$ cat config.mk
export PLATFORM = sky130hd
export DESIGN_NAME = computie_bus_trace_controller
export DESIGN_NICKNAME = d
export VERILOG_FILES = /design/src/rtl/computie_bus_pkg.sv /design/src/rtl/computie_bus_trigger_match.sv /design/src/rtl/computie_bus_trace_controller.sv
export SDC_FILE = /design/constraint.sdc
export NUM_CORES = 1
export LEC_CHECK = 0
export BUFFER_PORTS_ARGS = -buffer_cell sky130_fd_sc_hd__buf_2
export CORE_MARGIN = 2
export CORE_UTILIZATION = 44
export DETAILED_ROUTE_END_ITERATION = 10
export PLACE_DENSITY = 0.81
export SYNTH_ARGS = -nofsm -noshare
export SYNTH_HDL_FRONTEND = slang
export SYNTH_SLANG_ARGS = --single-unit
$ cat constraint.sdc
create_clock -name comm_clock -period 4.5 [get_ports comm_clock]
set_clock_uncertainty 0.1 [all_clocks]
set_input_delay 0.45 -clock comm_clock [delete_from_list [all_inputs] [get_ports comm_clock]]
set_output_delay 0.45 -clock comm_clock [all_outputs]
set_load 0.02 [all_outputs]
$ cat src/rtl/computie_bus_pkg.sv
// computie_bus_pkg: shared state encoding, trigger modes and record field offsets
// for the Computie bus-trace capture path.
package computie_bus_pkg;

    typedef enum logic [2:0] {
        ST_IDLE,
        ST_ARMED,
        ST_CAPTURE,
        ST_HOLD,
        ST_DUMP
    } state_t;

    localparam logic [1:0] TRIG_IMMEDIATE = 2'd0;
    localparam logic [1:0] TRIG_ANY       = 2'd1;
    localparam logic [1:0] TRIG_READ      = 2'd2;
    localparam logic [1:0] TRIG_WRITE     = 2'd3;

    // A record is {modifier, addr, data}; the lowest modifier bit is the read flag.
    function automatic int RW_BIT(input int bw);
        return 2 * bw;
    endfunction

    function automatic int ADDR_HI(input int bw);
        return 2 * bw - 1;
    endfunction

    function automatic int ADDR_LO(input int bw);
        return bw;
    endfunction

    function automatic int DATA_HI(input int bw);
        return bw - 1;
    endfunction

    function automatic int DATA_LO(input int bw);
        return 0 * bw;
    endfunction

endpackage

$ cat src/rtl/computie_bus_trigger_match.sv
// computie_bus_trigger_match: combinational address/direction comparator used
// to decide whether a snooped record fires the trace trigger.
module computie_bus_trigger_match
    import computie_bus_pkg::*;
#(
    parameter int BITWIDTH = 32,
    parameter int MODWIDTH = 1,
    localparam int W = BITWIDTH * 2 + MODWIDTH
) (
    input  logic [W-1:0]        rec_data,
    input  logic [BITWIDTH-1:0] trig_addr,
    input  logic [BITWIDTH-1:0] trig_mask,
    input  logic [1:0]          trig_mode,
    output logic                match
);

    localparam int RW = RW_BIT(BITWIDTH);
    localparam int AH = ADDR_HI(BITWIDTH);
    localparam int AL = ADDR_LO(BITWIDTH);

    logic addr_hit;
    logic dir_hit;
    logic rd;
    logic unused_rec;

    assign rd       = rec_data[RW];
    assign addr_hit = ((rec_data[AH:AL] ^ trig_addr) & trig_mask) == '0;
    assign dir_hit  = (trig_mode == TRIG_READ)  ? rd :
                      (trig_mode == TRIG_WRITE) ? !rd : 1'b1;
    assign match    = (trig_mode == TRIG_IMMEDIATE) || (addr_hit && dir_hit);
    assign unused_rec = ^rec_data;

endmodule

$ cat src/rtl/computie_bus_trace_controller.sv
// computie_bus_trace_controller: arms, waits for a trigger, captures a fixed
// number of snooped bus records into the FIFO and hands it to the dumper.
module computie_bus_trace_controller
    import computie_bus_pkg::*;
#(
    parameter int BITWIDTH = 32,
    parameter int MODWIDTH = 1,
    parameter int DEPTH    = 512,
    localparam int W  = BITWIDTH * 2 + MODWIDTH,
    localparam int CW = $clog2(DEPTH + 1)
) (
    input  logic                comm_clock,
    input  logic                reset,
    input  logic                arm,
    input  logic                abort,
    input  logic                auto_dump,
    input  logic                dump_req,
    input  logic [1:0]          trig_mode,
    input  logic [BITWIDTH-1:0] trig_addr,
    input  logic [BITWIDTH-1:0] trig_mask,
    input  logic [CW-1:0]       capture_len,
    input  logic                rec_valid,
    input  logic [W-1:0]        rec_data,
    output logic                fifo_wr,
    output logic [W-1:0]        fifo_wr_data,
    input  logic                fifo_full,
    input  logic                fifo_empty,
    output logic                dump_start,
    input  logic                dump_end,
    output logic                busy,
    output logic                triggered,
    output logic                overflow,
    output logic [CW-1:0]       captured
);

    state_t        state, state_next, done_state;
    logic          match;
    logic          done;
    logic          wr_next;
    logic          start_next;
    logic          trig_set;
    logic          ovf_set;
    logic          clear;
    logic [CW-1:0] eff_len;

    computie_bus_trigger_match #(
        .BITWIDTH (BITWIDTH),
        .MODWIDTH (MODWIDTH)
    ) u_match (
        .rec_data  (rec_data),
        .trig_addr (trig_addr),
        .trig_mask (trig_mask),
        .trig_mode (trig_mode),
        .match     (match)
    );

    assign eff_len = (capture_len == '0 || capture_len > CW'(DEPTH)) ? CW'(DEPTH) : capture_len;
    // Completion is judged one cycle after the last write so the dumper sees that write first.
    assign done       = (captured >= eff_len) || overflow;
    assign done_state = fifo_empty ? ST_IDLE : (auto_dump ? ST_DUMP : ST_HOLD);

    always_ff @(posedge comm_clock) begin
        if (reset) state <= ST_IDLE;
        else       state <= state_next;
    end

    always_comb begin
        state_next = state;
        wr_next    = 1'b0;
        start_next = 1'b0;
        trig_set   = 1'b0;
        ovf_set    = 1'b0;
        clear      = 1'b0;
        case (state)
            ST_IDLE: begin
                if (arm && !abort) begin
                    state_next = ST_ARMED;
                    clear      = 1'b1;
                end
            end
            ST_ARMED: begin
                if (abort) begin
                    state_next = ST_IDLE;
                end else if (rec_valid && match) begin
                    state_next = ST_CAPTURE;
                    trig_set   = 1'b1;
                    wr_next    = !fifo_full;
                    ovf_set    = fifo_full;
                end
            end
            ST_CAPTURE: begin
                if (abort) begin
                    state_next = ST_IDLE;
                end else if (done) begin
                    state_next = done_state;
                    start_next = done_state == ST_DUMP;
                end else if (rec_valid) begin
                    wr_next = !fifo_full;
                    ovf_set = fifo_full;
                end
            end
            ST_HOLD: begin
                if (abort) begin
                    state_next = ST_IDLE;
                end else if (dump_req) begin
                    state_next = ST_DUMP;
                    start_next = 1'b1;
                end
            end
            ST_DUMP: begin
                if (dump_end) state_next = ST_IDLE;
            end
            default: state_next = ST_IDLE;
        endcase
    end

    always_ff @(posedge comm_clock) begin
        if (reset) begin
            fifo_wr      <= 1'b0;
            fifo_wr_data <= '0;
            dump_start   <= 1'b0;
            busy         <= 1'b0;
            triggered    <= 1'b0;
            overflow     <= 1'b0;
            captured     <= '0;
        end else begin
            fifo_wr    <= wr_next;
            dump_start <= start_next;
            busy       <= state_next != ST_IDLE;
            triggered  <= !clear && (triggered || trig_set);
            overflow   <= !clear && (overflow || ovf_set);
            captured   <= clear ? '0 : captured + CW'(wr_next);
            if (wr_next) fifo_wr_data <= rec_data;
        end
    end

endmodule

==> flow_metrics.py <==
metrics = {
    "sta": {
        "setup-violations-final": 0,
        "grt_setup_unrepaired": "no",
        "finalCritPeriodShare_pct": 82.7,
        "drv_slew": 0,
        "max_freq_ghz": 0.269,
        "finalHoldViolCount": 0,
        "tightest_slew_ps": 715,
        "hold_ws_ps": 229,
        "finalCriticalPeriod_ps": 3720,
        "fin_setup_tns_ps": 0,
        "slew_headroom_pct": 52.2,
    },
    "clock_tree": {
        "clock-sinks": 83,
        "post-cts-setup-buffers": 0,
        "clockRootBuffer": "clkbuf_8",
        "cts_resized": 0,
        "clkTransAtPathRegs_ps": 90,
        "cts_tree": "yes",
        "cts_buffers": 9,
        "ctsHoldBuffers": 0,
        "ctsHtreeMaxLevel": 3,
        "clock_latency_ps": 340,
        "clock_path_buffers": 2,
    },
    "min_path": {
        "min_path_type": "input pin to flop",
        "hp-start": "rec_data[13]",
        "worstHoldPathCells": 3,
        "holdPathEnd": "fifo_wr_data[13]",
    },
    "worst_setup_path": {
        "cp_data_required_time_ps": 4640,
        "critPathMaxFanout": 4,
        "end_kind": "flop",
        "worstPathArrival_ps": 3860,
        "timing.reg2reg.setup_slack_ps": 1660,
        "slowest_delay_ps": 350,
        "timing.rr.end": "captured[8]",
        "crit_top_cell": "ha_1",
        "cp_cell_sequence": "buf_2 -> nor4_1 -> nand2_1 -> nor4_1 -> xnor2_1 -> nand2_1 -> ha_1 -> nand4_1 -> or2_0 -> o211ai_1 -> o22ai_2 -> a32oi_4 -> inv_1 -> ha_1 -> ha_1 -> nand3_1 -> nor2_1 -> nand3_1 -> xor2_1 -> nor2_1",
        "cp-start-kind": "input pin",
        "reg2regPathDepth": 14,
        "slowest_stage": "nor4_1",
        "crit_type": "input pin to flop",
        "r2r_start": "captured[7]",
    },
    "power": {
        "swShare_pct": 24.1,
        "clock_power_share_pct": 39.8,
        "power_density_nw_per_um2": 279,
        "irDropWorstVdd_mv": 0.200,
        "switching_power_uw": 359,
        "pwr-share-seq_pct": 49.4,
        "combPwrFrac_pct": 10.9,
        "p_int_uw": 1130,
        "leakagePower_uw": 0.00311,
    },
    "final_layout": {
        "nNetsFinal": 798,
        "syn_to_final_growth_pct": 37.3,
        "n_antenna_cell": 0,
        "drive_gt1_share_pct": 39.5,
        "fin_util_pct": 61.9,
    },
    "grt": {
        "track_usage_pct": 23.2,
        "overflow": 0,
        "met2_usage_pct": 40.3,
        "grt.busiest_layer": "met2",
        "grt_use_met3_pct": 6.37,
        "grt_pass1_vias": 3804,
        "grt_util_met1_pct": 27.1,
        "grt_max_degree": 67,
        "antenna_found_initial": 0,
        "grt_pass1_wl_um": 18000,
    },
    "routing": {
        "drtIter0Drc": 133,
        "wl_per_cell_um": 14.8,
        "num_vias": 3806,
        "dr.pass1.iters": 4,
        "vias_per_cell": 5.09,
        "ant_nets": 0,
        "drc_errors": 0,
        "finalWirelength_um": 11100,
    },
    "yosys": {
        "synth.top_cells.by_area": "dfxtp_1, mux2i_1, nor2_1",
        "synth-edff-count": 0,
        "async_reset_ff_share_pct": 0,
        "synth.distinct_cells": 44,
        "synth_area_um2": 3890,
        "netlist_instances": 408,
        "ys_warn_count": 0,
        "ys_ff_latch": 83,
        "syn-num-nets": 571,
        "ys_seq_area_share_pct": 42.7,
        "synth_top_cell_area_share_pct": 42.7,
        "synth_ff_type": "dfxtp_1",
        "synth.largest_area_cell": "dfxtp_1",
        "synth.avg_cell_area_um2": 9.55,
    },
    "outcome": {
        "outcome": "complete, no violations",
    },
    "die": {
        "die_y_um": 98.1,
        "initial_core_util_pct": 45.1,
        "io_pins": 231,
        "core_um2": 8640,
        "die_area_um2": 9620,
        "std_cell_rows": 34,
        "dieWidth_um": 98.1,
    },
    "flow_run": {
        "maxCapViolations": 0,
    },
    "placement": {
        "gp_congestion": 0.946,
        "port_buffers": 230,
        "hpwl_um": 8910,
    },
}
Yosys cell counts (3+ instances only):
cell type   n
a21oi_1     6
a22oi_1    15
and2_1      3
buf_2       4
buf_6       4
clkbuf_1    8
dfxtp_1    83
ha_1       12
inv_1       6
mux2i_1    65
nand2_1    14
nand2b_1    6
nand3_1     8
nand4_1     6
nor2_1     87
nor4_1      4
o21a_1      3
o21ai_0     5
xnor2_1     5
xor2_1     37
registers in the layout, indices dropped and copies added, names as in the netlist:
| name | cells |
|---|---|
| busy | 1 |
| captured | 10 |
| dump_start | 1 |
| fifo_wr | 1 |
| fifo_wr_data | 65 |
| overflow | 1 |
| state | 3 |
| triggered | 1 |
cells by family after synthesis:
logic type	count (synthesis)	share of synthesized area, %
buffers and inverters	22	3.02
AOI/OAI and AO/OA	43	8.10
muxes	65	16.7
DFF	83	42.7
adders and majority gates	12	3.85
and+or+nand+nor	141	16.2
xor gates and xnor gates	42	9.44
worst max-delay path: cells and delay by family:
kind	cells	cell delay [ps]
AND/OR/NAND/NOR	10	1550
adder cells (fa/ha/maj)	3	710
AO/OA/AOI/OAI	3	560
XOR/XNOR	2	400
buffers and inverters	2	180
power by group through the flow:
stage | combinational, µW | sequential, µW | clock [µW]
floorplan | 64.1 | 755 | 0
global placement | 157 | 754 | 0
detailed placement | 161 | 754 | 0
CTS | 162 | 736 | 611
global route | 180 | 737 | 647
finish | 162 | 736 | 593
layer usage:
metal | vias up | share of wire, %
met1 | 1764 | 40
met2 | 152 | 50
met3 | 26 | 7.8
met5 | - | 0
met4 | 0 | 2.7
li1 | 1864 | -
layout by cell type (no fill, tap or decap), types with 2 or more instances in the layout:
| cell | count |
|---|---|
| nor4_1 | 4 |
| nor2_1 | 87 |
| o211ai_1 | 2 |
| a22oi_1 | 15 |
| xor2_1 | 37 |
| nand3_1 | 8 |
| nor2b_1 | 2 |
| o21ai_0 | 5 |
| inv_1 | 6 |
| a21oi_1 | 6 |
| nand2_1 | 14 |
| nand4_1 | 6 |
| and2_1 | 3 |
| inv_6 | 2 |
| xnor2_1 | 5 |
| nand2b_1 | 6 |
| mux2i_1 | 65 |
| clkbuf_8 | 9 |
| a211oi_1 | 2 |
| bufinv_16 | 2 |
| dfxtp_1 | 83 |
| buf_2 | 230 |
| ha_1 | 12 |
| o21a_1 | 3 |
through the flow:
step / worst slack (ps) / cell area [µm²] / cells / total power [µW]
2_1_floorplan: 582 / 3890 / 408 / 819
3_3_place_gp: 637 / 5120 / 732 / 910
3_5_place_dp: 459 / 5120 / 732 / 915
4_1_cts: 813 / 5350 / 748 / 1510
5_1_grt: 464 / 5350 / 748 / 1560
6_report: 780 / 5350 / 748 / 1490
area by class of cell:
class / instances / area, µm²
Inverter: 6 / 22.5
Fill cell: 755 / 3290
Sequential cell: 83 / 1660
Clock buffer: 9 / 124
Clock inverter: 7 / 98.8
Tap cell: 108 / 135
Multi-Input combinational cell: 303 / 2130
Timing Repair Buffer: 232 / 1180
worst max path at each step:
| stage | startpoint | end | slack [ps] | cells past startpoint |
|---|---|---|---|---|
| after floorplan | capture_len[5] | captured[8] | 580 | 21 |
| after global placement | capture_len[5] | captured[8] | 640 | 20 |
| after detailed placement | capture_len[5] | captured[8] | 460 | 20 |
| after CTS | capture_len[5] | captured[8] | 810 | 20 |
| after global routing | capture_len[5] | captured[8] | 460 | 20 |
| final | capture_len[5] | captured[8] | 780 | 20 |
Power figures use the tool's default switching activity.
